===== config.mk =====
export PLATFORM = sky130hd
export DESIGN_NAME = object_renderer
export DESIGN_NICKNAME = d
export VERILOG_FILES = /design/src/rtl/object_renderer.sv
export SDC_FILE = /design/constraint.sdc
export NUM_CORES = 1
export LEC_CHECK = 0
export CAP_MARGIN = 20
export CORE_ASPECT_RATIO = 0.5
export CORE_MARGIN = 5
export CORE_UTILIZATION = 49
export CTS_BUF_LIST = sky130_fd_sc_hd__clkbuf_4 sky130_fd_sc_hd__clkbuf_8 sky130_fd_sc_hd__clkbuf_16
export DETAILED_ROUTE_END_ITERATION = 6
export PLACE_DENSITY = 0.86
export SYNTH_ARGS = -nofsm -noshare
export SYNTH_HDL_FRONTEND = slang
export SYNTH_SLANG_ARGS = --single-unit
export TNS_END_PERCENT = 5

===== constraint.sdc =====
create_clock -name clk -period 6.1 [get_ports clk]
set_clock_uncertainty 0.05 [all_clocks]
set_input_delay 1.525 -clock clk [delete_from_list [all_inputs] [get_ports clk]]
set_output_delay 1.525 -clock clk [all_outputs]
set_load 0.02 [all_outputs]

===== src/rtl/object_renderer.sv =====
// ============================================================================
// object_renderer : sweeps object, erase and fill rectangles one pixel/clock
// Rev 1.0
// ============================================================================
`default_nettype none

module object_renderer #(
    parameter int SCREEN_W = 160,
    parameter int SCREEN_H = 120
) (
    input  logic        clk,
    input  logic        resetn,
    input  logic [3:0]  objectToDraw,
    input  logic        inEraseState,
    input  logic        inDrawStartScreenState,
    input  logic        inDrawGameoverScreenState,
    input  logic [7:0]  playerX,
    input  logic [6:0]  playerY,
    input  logic [31:0] enemyX,
    input  logic [27:0] enemyY,
    input  logic [7:0]  bulletX,
    input  logic [6:0]  bulletY,
    input  logic [3:0]  playerHealth,
    output logic [7:0]  x,
    output logic [6:0]  y,
    output logic [2:0]  colour,
    output logic        pixelValid,
    output logic        doneDrawing,
    output logic        doneErasing
);

    localparam logic [8:0] X_LIMIT  = 9'(SCREEN_W);
    localparam logic [7:0] Y_LIMIT  = 8'(SCREEN_H);
    localparam logic [7:0] FULL_WM1 = 8'(SCREEN_W - 1);
    localparam logic [6:0] FULL_HM1 = 7'(SCREEN_H - 1);

    typedef enum logic [1:0] {
        IDLE  = 2'd0,
        SWEEP = 2'd1,
        DONE  = 2'd2,
        FILL  = 2'd3
    } state_t;

    state_t      state_q, state_d;
    logic [7:0]  org_x_q, org_x_d;
    logic [6:0]  org_y_q, org_y_d;
    logic [7:0]  wm1_q, wm1_d;
    logic [6:0]  hm1_q, hm1_d;
    logic [7:0]  col_q, col_d;
    logic [6:0]  row_q, row_d;
    logic        erase_q, erase_d;
    logic        fill_over_q, fill_over_d;
    logic [7:0]  x_q, x_d;
    logic [6:0]  y_q, y_d;
    logic [2:0]  colour_q, colour_d;
    logic        valid_q, valid_d;
    logic        done_draw_q, done_draw_d;
    logic        done_erase_q, done_erase_d;

    // Decoded geometry of the object code currently requested
    logic [7:0]  dec_x;
    logic [6:0]  dec_y;
    logic [7:0]  dec_wm1;
    logic [6:0]  dec_hm1;
    logic [2:0]  dec_colour;
    logic        dec_empty;
    logic [1:0]  enemy_idx;
    logic [1:0]  hud_slot;

    always_comb begin
        dec_x      = 8'd0;
        dec_y      = 7'd0;
        dec_wm1    = 8'd0;
        dec_hm1    = 7'd0;
        dec_colour = 3'b000;
        dec_empty  = 1'b0;
        enemy_idx  = objectToDraw[1:0] - 2'd2;
        // Markers (odd 7..13) and cells (even 8..14) share the same slot mapping
        hud_slot   = 2'((objectToDraw - 4'd7) >> 1);
        case (objectToDraw)
            4'd1: begin
                dec_x      = playerX;
                dec_y      = playerY;
                dec_wm1    = 8'd7;
                dec_hm1    = 7'd7;
                dec_colour = 3'b111;
            end
            4'd2, 4'd3, 4'd4, 4'd5: begin
                dec_x      = enemyX[8*enemy_idx +: 8];
                dec_y      = enemyY[7*enemy_idx +: 7];
                dec_wm1    = 8'd7;
                dec_hm1    = 7'd7;
                dec_colour = 3'b100;
            end
            4'd6: begin
                dec_x      = bulletX;
                dec_y      = bulletY;
                dec_wm1    = 8'd0;
                dec_hm1    = 7'd3;
                dec_colour = 3'b110;
            end
            4'd7, 4'd9, 4'd11, 4'd13: begin
                dec_x      = 8'd4 + {3'b000, hud_slot, 3'b000};
                dec_y      = 7'd2;
                dec_wm1    = 8'd5;
                dec_hm1    = 7'd5;
                dec_colour = 3'b111;
            end
            4'd8, 4'd10, 4'd12, 4'd14: begin
                dec_x      = 8'd5 + {3'b000, hud_slot, 3'b000};
                dec_y      = 7'd3;
                dec_wm1    = 8'd3;
                dec_hm1    = 7'd3;
                dec_colour = (playerHealth > {2'b00, hud_slot}) ? 3'b010 : 3'b000;
            end
            4'd15: dec_empty = 1'b1;
            default: ;
        endcase
    end

    logic       emit;
    logic       last_px;
    logic       fill_req;
    logic [8:0] sum_x;
    logic [7:0] sum_y;

    always_comb begin
        state_d      = state_q;
        org_x_d      = org_x_q;
        org_y_d      = org_y_q;
        wm1_d        = wm1_q;
        hm1_d        = hm1_q;
        col_d        = col_q;
        row_d        = row_q;
        erase_d      = erase_q;
        fill_over_d  = fill_over_q;
        x_d          = x_q;
        y_d          = y_q;
        colour_d     = colour_q;
        valid_d      = 1'b0;
        done_draw_d  = 1'b0;
        done_erase_d = 1'b0;
        emit         = 1'b0;
        last_px      = (col_q == wm1_q) && (row_q == hm1_q);
        fill_req     = fill_over_q ? inDrawGameoverScreenState : inDrawStartScreenState;

        case (state_q)
            IDLE: begin
                col_d = 8'd0;
                row_d = 7'd0;
                if (inEraseState || inDrawStartScreenState || inDrawGameoverScreenState) begin
                    org_x_d     = 8'd0;
                    org_y_d     = 7'd0;
                    wm1_d       = FULL_WM1;
                    hm1_d       = FULL_HM1;
                    emit        = 1'b1;
                    erase_d     = inEraseState;
                    fill_over_d = !inDrawStartScreenState;
                    if (inEraseState) begin
                        colour_d = 3'b000;
                        state_d  = SWEEP;
                    end else begin
                        colour_d = inDrawStartScreenState ? 3'b001 : 3'b100;
                        state_d  = FILL;
                    end
                end else if (objectToDraw != 4'd0) begin
                    erase_d = 1'b0;
                    if (dec_empty) begin
                        done_draw_d = 1'b1;
                        state_d     = DONE;
                    end else begin
                        org_x_d  = dec_x;
                        org_y_d  = dec_y;
                        wm1_d    = dec_wm1;
                        hm1_d    = dec_hm1;
                        colour_d = dec_colour;
                        emit     = 1'b1;
                        state_d  = SWEEP;
                    end
                end
            end
            SWEEP: begin
                if (last_px) begin
                    done_erase_d = erase_q;
                    done_draw_d  = !erase_q;
                    state_d      = DONE;
                end else begin
                    emit = 1'b1;
                    if (col_q == wm1_q) begin
                        col_d = 8'd0;
                        row_d = row_q + 7'd1;
                    end else begin
                        col_d = col_q + 8'd1;
                    end
                end
            end
            DONE: begin
                // Wait for the sequencer to drop its request before re-arming
                if (erase_q ? !inEraseState : (objectToDraw == 4'd0))
                    state_d = IDLE;
            end
            FILL: begin
                if (fill_req) begin
                    emit = 1'b1;
                    if (last_px) begin
                        col_d = 8'd0;
                        row_d = 7'd0;
                    end else if (col_q == wm1_q) begin
                        col_d = 8'd0;
                        row_d = row_q + 7'd1;
                    end else begin
                        col_d = col_q + 8'd1;
                    end
                end else begin
                    state_d = IDLE;
                end
            end
            default: state_d = IDLE;
        endcase

        sum_x = {1'b0, org_x_d} + {1'b0, col_d};
        sum_y = {1'b0, org_y_d} + {1'b0, row_d};
        if (emit) begin
            x_d     = sum_x[7:0];
            y_d     = sum_y[6:0];
            valid_d = (sum_x < X_LIMIT) && (sum_y < Y_LIMIT);
        end
    end

    always_ff @(posedge clk) begin
        if (!resetn) begin
            state_q      <= IDLE;
            org_x_q      <= 8'd0;
            org_y_q      <= 7'd0;
            wm1_q        <= 8'd0;
            hm1_q        <= 7'd0;
            col_q        <= 8'd0;
            row_q        <= 7'd0;
            erase_q      <= 1'b0;
            fill_over_q  <= 1'b0;
            x_q          <= 8'd0;
            y_q          <= 7'd0;
            colour_q     <= 3'b000;
            valid_q      <= 1'b0;
            done_draw_q  <= 1'b0;
            done_erase_q <= 1'b0;
        end else begin
            state_q      <= state_d;
            org_x_q      <= org_x_d;
            org_y_q      <= org_y_d;
            wm1_q        <= wm1_d;
            hm1_q        <= hm1_d;
            col_q        <= col_d;
            row_q        <= row_d;
            erase_q      <= erase_d;
            fill_over_q  <= fill_over_d;
            x_q          <= x_d;
            y_q          <= y_d;
            colour_q     <= colour_d;
            valid_q      <= valid_d;
            done_draw_q  <= done_draw_d;
            done_erase_q <= done_erase_d;
        end
    end

    assign x           = x_q;
    assign y           = y_q;
    assign colour      = colour_q;
    assign pixelValid  = valid_q;
    assign doneDrawing = done_draw_q;
    assign doneErasing = done_erase_q;

endmodule

`default_nettype wire


==> impl_metrics.xml, run 1 <==
<?xml version="1.0" encoding="UTF-8"?>
<metrics>
  <group name="critical_path">
    <metric name="cp_data_required_time" unit="ps">6290</metric>
    <metric name="worst-path-max-fanout" unit="">16</metric>
    <metric name="cp-endpoint" unit="">pixelValid$_SDFF_PN0_</metric>
    <metric name="crit-reg2reg-launch" unit="">wm1_q[4]$_SDFFE_PN0P_</metric>
    <metric name="cp_num_cells" unit="">17</metric>
    <metric name="worstReg2RegEnd" unit="">x[6]$_SDFFE_PN0P_</metric>
    <metric name="setup.worst_path.class" unit="">in2reg</metric>
    <metric name="worstSetupEndpointType" unit="">flop</metric>
    <metric name="r2r_slack" unit="ps">2040</metric>
    <metric name="reg2reg_depth" unit="">13</metric>
    <metric name="timing.critical_path.cells" unit="">clkdlybuf4s50_1 -&gt; buf_4 -&gt; ha_1 -&gt; nor3_1 -&gt; nor3_1 -&gt; a2111oi_0 -&gt; o21ai_0 -&gt; o21a_1 -&gt; ha_1 -&gt; inv_1 -&gt; fa_1 -&gt; nand2b_1 -&gt; a21oi_1 -&gt; o311a_1 -&gt; nor4_1 -&gt; nand3_1 -&gt; a211oi_1</metric>
    <metric name="critPathLaunchType" unit="">primary input</metric>
    <metric name="critical_path_arrival" unit="ps">5670</metric>
    <metric name="crit_start" unit="">objectToDraw[1]</metric>
    <metric name="cp_slowest_stage_delay" unit="ps">620</metric>
    <metric name="worst_path_dominant_cell_family" unit="">compound AO/OA/AOI/OAI gates</metric>
    <metric name="cpMaxStageDelayCell" unit="">a2111oi_0</metric>
    <metric name="cp_num_buf_inv" unit="">3</metric>
  </group>
  <group name="flow_run">
    <metric name="cap_viol_max_count" unit="">0</metric>
  </group>
  <group name="placed_design">
    <metric name="io_buffers" unit="">123</metric>
    <metric name="detailedPlacementHpwl" unit="mm">11.43</metric>
    <metric name="gp_routability_congestion" unit="">0.9800</metric>
  </group>
  <group name="logic_synthesis">
    <metric name="syn_avg_cell_area" unit="um2">8.145</metric>
    <metric name="syn-num-nets" unit="">687</metric>
    <metric name="postSynth.asyncResetShare" unit="%">0</metric>
    <metric name="ys_types" unit="">66</metric>
    <metric name="synth_edf_count" unit="">0</metric>
    <metric name="synth_cells" unit="">559</metric>
    <metric name="synth-seq-cells" unit="">62</metric>
    <metric name="yosysWarnings" unit="">0</metric>
    <metric name="synth_sequential_area_ratio" unit="%">27.26</metric>
    <metric name="synth.cell_area" unit="um2">4553</metric>
    <metric name="ys.flop_type" unit="">dfxtp_1</metric>
  </group>
  <group name="timing">
    <metric name="drv_slew" unit="">0</metric>
    <metric name="timing_hold_violations_final" unit="">0</metric>
    <metric name="period_needed" unit="ps">5479</metric>
    <metric name="fmax" unit="MHz">182.5</metric>
    <metric name="rsz0062_at_grt" unit="">no</metric>
    <metric name="final_tns_setup" unit="ps">0</metric>
    <metric name="period_share" unit="%">89.81</metric>
    <metric name="final_setup_vio_count" unit="">0</metric>
    <metric name="timing.max_slew.rel_slack" unit="%">35.99</metric>
    <metric name="worst-slew-pin-transition" unit="ps">960.1</metric>
  </group>
  <group name="clocking">
    <metric name="cts_setup_buffers" unit="">0</metric>
    <metric name="insertion_delay" unit="ps">330</metric>
    <metric name="tritoncts_buffer_count" unit="">9</metric>
    <metric name="number_of_levels_in_the_clock_h_tree" unit="">3</metric>
    <metric name="postCtsHoldBufs" unit="">0</metric>
    <metric name="clkSlewWorstSetupHoldPaths" unit="ps">50</metric>
    <metric name="cts_num_sinks" unit="">62</metric>
    <metric name="cts_repair_resize_count" unit="">0</metric>
    <metric name="clock_tree_from_tritoncts" unit="">built</metric>
    <metric name="ctsRootBufferMaster" unit="">clkbuf_16</metric>
    <metric name="cts_max_path_buffers" unit="">2</metric>
  </group>
  <group name="layout">
    <metric name="antenna_cells_inserted" unit="">0</metric>
    <metric name="post_route_cells_drive_above_1_share" unit="%">8.811</metric>
    <metric name="finalCoreUtilization" unit="%">69.99</metric>
    <metric name="nNetsFinal" unit="">804</metric>
    <metric name="synthToLayoutAreaGrowth" unit="%">36.63</metric>
  </group>
  <group name="power_and_ir_drop">
    <metric name="leakage_dissipation" unit="nW">2.435</metric>
    <metric name="peak_supply_drop" unit="V">0.0001192</metric>
    <metric name="power_density" unit="nW/um2">239.3</metric>
  </group>
  <group name="detailed_routing">
    <metric name="route.detailed.drc" unit="">0</metric>
    <metric name="finalWirelength" unit="mm">14.62</metric>
    <metric name="highest-signal-layer" unit="">met4</metric>
    <metric name="met2_length" unit="mm">6.950</metric>
    <metric name="met3RoutedLength" unit="mm">1.284</metric>
    <metric name="met1_length" unit="mm">6.213</metric>
    <metric name="antenna_left" unit="">0</metric>
    <metric name="num_vias" unit="">4799</metric>
    <metric name="drt-initial-drc-count" unit="">530</metric>
    <metric name="dr.pass1.iters" unit="">6</metric>
    <metric name="wire_per_inst" unit="um">18.32</metric>
    <metric name="route.detailed.vias_per_inst" unit="">6.014</metric>
  </group>
  <group name="floorplan">
    <metric name="top_level_ports" unit="">124</metric>
    <metric name="die_h" unit="um">78.16</metric>
    <metric name="dieArea" unit="um2">11440</metric>
    <metric name="die_w" unit="um">146.3</metric>
    <metric name="rows" unit="">24</metric>
    <metric name="core-area" unit="um2">8889</metric>
    <metric name="floorplan.initialDensity" unit="%">51.22</metric>
  </group>
  <group name="outcome">
    <metric name="run_status" unit="">completed</metric>
  </group>
  <group name="grt">
    <metric name="grt.total_usage" unit="%">25.43</metric>
    <metric name="number_of_global_route_vias_before_repair" unit="">4655</metric>
    <metric name="largest_net_degree_at_the_start_of_global_routing" unit="">54</metric>
    <metric name="globalRouteOverflowTotal" unit="">0</metric>
    <metric name="grt_first_pass_wirelength" unit="mm">23.65</metric>
    <metric name="number_of_antenna_violations_at_the_first_check_in_global_routing" unit="">0</metric>
  </group>
  <group name="hold_path">
    <metric name="hold_path_class" unit="">reg2reg</metric>
    <metric name="hold_path.startpoint" unit="">colour[1]$_SDFFE_PN0P_</metric>
  </group>
</metrics>
==> tightest hold or removal path, delay by kind of cell (launching register included) <==
family,cells,cell delay (ps)
DFF,1,300
AOI/OAI and AO/OA,1,50
and+or+nand+nor,1,50
==> layer usage <==
layer	vias to the layer above	track usage, %
met5	-	0
met4	0	6.191
met3	16	6.329
met2	227	43.94
met1	2241	32.37
li1	2315	-
==> layout make-up <==
class	instances	area, um2
inverter	17	63.81
fill	696	2668
clock buffer	9	225.2
tap	117	146.4
sequential	62	1241
timing repair buffer	135	1321
multi-input combinational	451	3126
clock inverter	7	97.59
==> kinds of logic after synthesis <==
logic type / Yosys count / share of synthesized area [%]
AO/OA/AOI/OAI: 156 / 22.86
flip-flops: 62 / 27.26
XOR/XNOR: 13 / 2.501
multiplexers: 26 / 9.948
AND/OR/NAND/NOR: 231 / 26.13
buffers and inverters: 46 / 4.094
adder cells (fa/ha/maj): 25 / 7.200
==> sequential cells by signal, indices dropped and copies added, names as in the netlist <==
signal / count
erase_q: 1
org_y_q: 7
state_q: 2
y: 7
col_q: 8
pixelValid: 1
row_q: 7
wm1_q: 4
fill_over_q: 1
doneDrawing: 1
x: 8
hm1_q: 3
doneErasing: 1
colour: 3
org_x_q: 8
==> through the flow <==
step	total power [mW]	setup slack (ps)	instances	hold slack (ps)	cell area, um2
6_report	1.488	621.3	798	402.8	6221
5_1_grt	1.560	338.0	798	410.7	6221
4_1_cts	1.482	714.8	798	401.1	6221
3_5_place_dp	0.9274	374.4	782	393.9	5898
3_3_place_gp	0.9177	562.8	782	396.9	5898
2_1_floorplan	0.7528	1023	559	403.5	4553
==> synth_stat cells (4+ instances only) <==
cell | n | area, um2
or3_1 | 7 | 43.79
nand3_1 | 22 | 110.1
a21o_1 | 4 | 30.03
o2bb2ai_1 | 5 | 43.79
xnor2_1 | 7 | 61.31
o211ai_1 | 6 | 45.04
o21ai_0 | 43 | 215.2
a222oi_1 | 5 | 50.05
nand3b_1 | 6 | 45.04
nor2_1 | 56 | 210.2
nor3_1 | 17 | 85.08
and3_1 | 4 | 25.02
mux4_2 | 15 | 337.8
nand2b_1 | 10 | 62.56
o21a_1 | 6 | 45.04
dfxtp_1 | 62 | 1241
nor4_1 | 4 | 25.02
and2_1 | 23 | 143.9
inv_1 | 17 | 63.81
nand4_1 | 9 | 56.30
a21oi_1 | 39 | 195.2
ha_1 | 23 | 287.8
nand2_1 | 52 | 195.2
xor2_1 | 6 | 52.55
nor4b_1 | 6 | 52.55
mux2_2 | 4 | 45.04
mux2i_1 | 7 | 70.07
buf_2 | 5 | 25.02
clkbuf_1 | 23 | 86.33
a211oi_1 | 8 | 60.06
o31ai_1 | 7 | 52.55
==> where the power goes <==
part           total (mW)  switching (mW)  internal [mW]
clock network       0.558           0.199          0.359
registers           0.470          0.0290          0.441
logic               0.460           0.256          0.205
==> cells in the final DEF (no fill, tap or decap), types with 8 or more instances in the layout <==
master | netlist | routed
clkdlybuf4s50_1 | 0 | 123
dfxtp_1 | 62 | 62
nor2_1 | 56 | 56
nand2_1 | 52 | 52
o21ai_0 | 43 | 43
a21oi_1 | 39 | 39
and2_1 | 23 | 23
ha_1 | 23 | 23
nand3_1 | 22 | 22
inv_1 | 17 | 17
nor3_1 | 17 | 17
mux4_2 | 15 | 15
buf_4 | 0 | 12
nand2b_1 | 10 | 10
nand4_1 | 9 | 9
clkbuf_16 | 0 | 9
a211oi_1 | 8 | 8
==> how the worst min path moves through the flow <==
stage,end,cells past startpoint
global route,colour[1]$_SDFFE_PN0P_,2
floorplan,doneErasing$_SDFF_PN0_,2
detailed placement,colour[1]$_SDFFE_PN0P_,2
global placement,y[4]$_SDFFE_PN0P_,2
finish,colour[1]$_SDFFE_PN0P_,2
CTS,colour[1]$_SDFFE_PN0P_,2
Power figures use the tool's default switching activity.
==> run 2, diff against run 1 <==
GPL_ROUTABILITY_DRIVEN = 1   (was unset)
==> results of run 2 <==
Same layout as run 1: the final DEF is identical, and so are final timing and power.
==> patch 1: new RTL, flow settings as in run 1 <==
The 4 states of `state_t` get a one-hot encoding in 4 bits.
--- a/src/rtl/object_renderer.sv
+++ b/src/rtl/object_renderer.sv
@@ -34,11 +34,11 @@
     localparam logic [7:0] FULL_WM1 = 8'(SCREEN_W - 1);
     localparam logic [6:0] FULL_HM1 = 7'(SCREEN_H - 1);
 
-    typedef enum logic [1:0] {
-        IDLE  = 2'd0,
-        SWEEP = 2'd1,
-        DONE  = 2'd2,
-        FILL  = 2'd3
+    typedef enum logic [3:0] {
+        IDLE  = 4'b0001,
+        SWEEP = 4'b0010,
+        DONE  = 4'b0100,
+        FILL  = 4'b1000
     } state_t;
 
     state_t      state_q, state_d;
Check against the original RTL: same outputs for any inputs over 4 cycles, from zero or initial values and one cycle with resetn low; so few cycles prove little.
==> patch 1 against run 1 <==
- synthesized cell count shrank 2.5%
- combinational power rose by 41%
- global-route usage shrank 0.70 points
- largest power group is now combinational logic
- wire length decreased by 1.7%
- largest cell class unchanged
- synthesized area increased by 0.85%
- cell area is 0.60% higher
- power rose by 16%
- clock power up 1%
- sequential power increased by 10%
- sequential cell count is 2 higher
- worst setup slack got worse by 56 ps
- hold slack improved by 2.8 ps
- via count rose by 1.6%
- die area is 0.77% higher
==> patch 1: results (changes against run 1) <==
nets - 786 (-2.2%)
Worst R2R Setup Slack - 2060 ps (+20 ps)
number of distinct library cells after synthesis - 78 (+18%)
Hold Crit Class - flop to flop
R2R depth - 13 (unchanged)
first-pass GRT wire length - 22900 um (-3.0%)
complex-gate fraction of the synthesized area - 24.0% (+1.2 points)
drt pass-1 iters - 5 (-1)
r2r endpoint - pixelValid$_SDFF_PN0_
CTS Buffer Depth - 2 (unchanged)
layout cells sized above 1 - 10.1% (+1.3 points)
clock slew at reported path FFs - 60 ps
Starting DRT DRC Count - 590 (+11%)
status - finished, final reports clean
CTS resizes - 0 (unchanged)
post-synth net total - 673 (-2.0%)
FFs w/ async S/R, synth - 0% (unchanged)
multiplexer area fraction after synthesis - 8.56% (-1.4 points)
largest net degree at the start of global routing - 38 (-30%)
Synth Warn # - 0 (unchanged)
Synth Flop Type - dfxtp_1
Port-buffer cells - 123 (unchanged)
initial antenna violation count - 0 (unchanged)
Detail Placement HPWL - 10800 um (-5.1%)
top post-synthesis cells by area - dfxtp_1 28%, mux4_2 7.4%, ha_1 6.3%
worst path arrival time - 5690 ps (+20 ps)
ant diodes - 0 (unchanged)
sequential fraction of the synthesis area - 27.9% (+0.64 points)
Placer Congestion - 0.940 (-4.1%)
vias in the first global route - 4426 (-4.9%)
setup bufs post-CTS - 0 (unchanged)
clk_lat worst skew - 340 ps
Critical Path Start - objectToDraw[1]
cts hold-fix bufs - 0 (unchanged)
Post-Synth Adder-Cell Area - 7.14% (-0.061 points)
Leakage - 0.00234 uW (-3.7%)
TritonCTS buffer count - 9 (unchanged)
Synth Area in XOR/XNOR - 3.43% (+0.93 points)
Max VDD drop - 0.138 mV (+15%)
GRT Total Usage - 24.7% (-0.70 points)
WL per Instance - 18.3 um (about the same)
Post-synth top cells - 64 x dfxtp_1, 53 x nor2_1, 41 x a21oi_1
Crit. End Element - flop
worst-path fanout max - 17 (+1)
vias per cell - 6.22 (+3.4%)
origin of the critical flop-to-flop path - wm1_q[4]$_SDFFE_PN0P_
Slew Limit Headroom - 49.1% (+13 points)
CTS root buf - clkbuf_16
H-tree depth - 3 (unchanged)
## patch 1: power breakdown
group	total (uW)	internal, uW	switching [uW]
combinational	648	277	370
clock	564	372	191
sequential	518	475	42.2
## patch 1: critical path, cell delays in order
cell	delay, ps
clkdlybuf4s50_1	470
buf_4	240
ha_1	420
and3b_1	590
a222oi_1	170
o21ai_0	510
inv_1	130
fa_1	490
nor2b_1	170
o31ai_1	140
a21oi_1	180
a211o_1	150
a21oi_1	80
a2111oi_0	420
## patch 1: cell type report
type / instances / area (um2)
Fill cell: 705 / 3030
Inverter: 14 / 52.6
Sequential cell: 64 / 1280
Multi-Input combinational cell: 433 / 3100
Clock buffer: 11 / 246
Timing Repair Buffer: 136 / 1350
Tap cell: 121 / 151
Clock inverter: 5 / 80.1
## patch 1: cell families (layout without fill, tap and decap cells)
group                      Yosys count  in the layout
adders and majority gates           25             25
AOI/OAI and AO/OA                  159            159
muxes                               20             20
xor gates and xnor gates            18             18
and+or+nand+nor                    211            211
DFF                                 64             64
buffers and inverters               48            166
## patch 1: routing by layer
metal  vias up  track usage, %  part of all wire, %
li1       2278               -                    -
met1      2288            31.6                   41
met5         -               0                    0
met4         0            7.25                  1.8
met3        26            7.96                   11
met2       285            40.3                   46
## patch 1: worst min-delay path by stage
stage	from	to	cells past startpoint
after CTS	colour[0]$_SDFFE_PN0P_	colour[0]$_SDFFE_PN0P_	2
final	colour[0]$_SDFFE_PN0P_	colour[0]$_SDFFE_PN0P_	2
after global routing	colour[0]$_SDFFE_PN0P_	colour[0]$_SDFFE_PN0P_	2
after floorplan	hm1_q[2]$_SDFFE_PN0P_	hm1_q[2]$_SDFFE_PN0P_	2
after detailed placement	colour[0]$_SDFFE_PN0P_	colour[0]$_SDFFE_PN0P_	2
after global placement	colour[0]$_SDFFE_PN0P_	colour[0]$_SDFFE_PN0P_	2
## patch 1: through the flow
stage,power (uW),cell area (um2),hold slack (ps),std cells,setup WS [ps]
after floorplan,936,4590,398,545,857
after global placement,1140,5890,388,765,533
after detailed placement,1150,5890,401,765,321
after CTS,1710,6220,408,781,649
after global routing,1820,6260,439,784,198
final,1730,6260,406,784,565
==> patch 2: new RTL, settings of run 1 <==
Without the edit above. The parameter `SCREEN_H` goes from 120 to 60.
--- a/src/rtl/object_renderer.sv
+++ b/src/rtl/object_renderer.sv
@@ -6,7 +6,7 @@
 
 module object_renderer #(
     parameter int SCREEN_W = 160,
-    parameter int SCREEN_H = 120
+    parameter int SCREEN_H = 60
 ) (
     input  logic        clk,
     input  logic        resetn,
Function: changed (a bounded check fails within 4 cycles, from zero or initial values and one cycle with resetn low).
==> patch 2 against run 1 <==
- first-iteration DRC count down 28%
- utilization down 0.11 points
- synthesized area down 2.3%
- sequential cell count unchanged
- sequential power up 14%
- cell area down 1.5%
- worst setup slack better by 18 ps
- wire length down 0.46%
- cell count down 0.88%
- power up 30%
- sequential share of layout area up 0.31 points
==> patch 2: results (changes against run 1) <==
Detail Placement HPWL - 11100 um (-3.1%)
setup bufs post-CTS - 0 (unchanged)
clock slew at reported path FFs - 50 ps (about the same)
Post-synth top cells - 62 x dfxtp_1, 62 x nand2_1, 50 x nor2_1
largest net degree at the start of global routing - 34 (-37%)
status - finished, final reports clean
R2R depth - 13 (unchanged)
first-pass GRT wire length - 23400 um (-1.1%)
GRT Total Usage - 26.1% (+0.64 points)
Synth Flop Type - dfxtp_1
top post-synthesis cells by area - dfxtp_1 28%, mux4_2 7.6%, ha_1 6.5%
Hold Path Origin - x[4]$_SDFFE_PN0P_
drt pass-1 iters - 5 (-1)
origin of the critical flop-to-flop path - col_q[3]$_SDFF_PN0_
CTS resizes - 0 (unchanged)
post-layout min period - 5460 ps (-18.4 ps)
ant diodes - 0 (unchanged)
hold endpoint - x[4]$_SDFFE_PN0P_
via count - 4809 (+0.21%)
Synth Warn # - 0 (unchanged)
Fin Hold WS - 399 ps (-3.36 ps)
layout cells sized above 1 - 8.31% (-0.50 points)
number of distinct library cells after synthesis - 64 (-3.0%)
TritonCTS buffer count - 9 (unchanged)
clk_lat worst skew - 340 ps
nets - 797 (-0.87%)
CTS root buf - clkbuf_16
Leakage - 0.00239 uW (-1.9%)
Starting DRT DRC Count - 379 (-28%)
Worst Hold Path Cells - 2 (unchanged)
Critical Path Start - objectToDraw[0]
FFs w/ async S/R, synth - 0% (unchanged)
initial antenna violation count - 1 (+1)
dpl ws - 414 ps (+39.6 ps)
worst path arrival time - 5700 ps (+30 ps)
Hold Crit Class - flop to flop
Placer Congestion - 0.901 (-8.1%)
Slew @ Worst Pin - 778 ps (-182 ps)
vias in the first global route - 4679 (+0.52%)
overall routed net length - 14500 um (-0.46%)
Port-buffer cells - 123 (unchanged)
sequential fraction of the synthesis area - 27.9% (+0.64 points)
placed instance area - 5800 um2 (-1.7%)
r2r endpoint - pixelValid$_SDFF_PN0_
Worst R2R Setup Slack - 1940 ps (-100 ps)
post-synth net total - 680 (-1.0%)
H-tree depth - 3 (unchanged)
worst-path fanout max - 11 (-5)
Max VDD drop - 0.190 mV (+60%)
CTS Buffer Depth - 2 (unchanged)
patch 2: critical path, stage by stage:
cell	delay (ps)
clkdlybuf4s50_1	540
inv_1	80
ha_1	270
or3b_2	270
and3_1	420
and2_1	240
o21ai_0	150
o21ai_0	380
inv_1	130
fa_1	470
nor2b_1	170
o31a_1	180
nor4_1	60
a311o_1	350
nor4_1	260
o2111a_1	200
patch 2: metal layers:
| metal | part of all wire, % | track usage, % |
|---|---|---|
| met1 | 43 | 33.8 |
| met5 | 0.31 | 0 |
| met3 | 8.4 | 6.63 |
| met4 | 1.5 | 7.91 |
| met2 | 47 | 42.9 |
patch 2: area by class of cell:
type                            instances  area [um2]
Multi-Input combinational cell        440        3010
Tap cell                              117         146
Clock inverter                          4        70.1
Clock buffer                           12         254
Fill cell                             700        2640
Timing Repair Buffer                  136        1330
Inverter                               20        75.1
Sequential cell                        62        1240
patch 2: worst max-delay path by stage:
stage | end | cells after the start
after CTS | pixelValid$_SDFF_PN0_ | 16
after global placement | pixelValid$_SDFF_PN0_ | 16
after global routing | pixelValid$_SDFF_PN0_ | 16
after detailed placement | pixelValid$_SDFF_PN0_ | 16
after floorplan | pixelValid$_SDFF_PN0_ | 15
final | pixelValid$_SDFF_PN0_ | 16
patch 2: where the power goes:
part	total (uW)	switching, uW	internal [uW]
Sequential	537	63.3	474
Combinational	840	504	336
Clock	561	184	376
Total	1940	751	1190
patch 2: per-stage QoR:
step	total power [uW]	std cells
floorplan	1080	552
global placement	1320	774
detailed placement	1350	774
CTS	1910	790
global route	2050	791
finish	1940	791
patch 2: kinds of logic (layout without fill, tap and decap cells):
logic type / count (synthesis) / after routing / synth area share, %
AOI/OAI and AO/OA: 160 / 160 / 24.2
xor gates and xnor gates: 13 / 13 / 2.56
adders and majority gates: 25 / 25 / 7.37
buffers and inverters: 50 / 172 / 4.39
DFF: 62 / 62 / 27.9
muxes: 22 / 22 / 9.28
and+or+nand+nor: 220 / 220 / 24.3
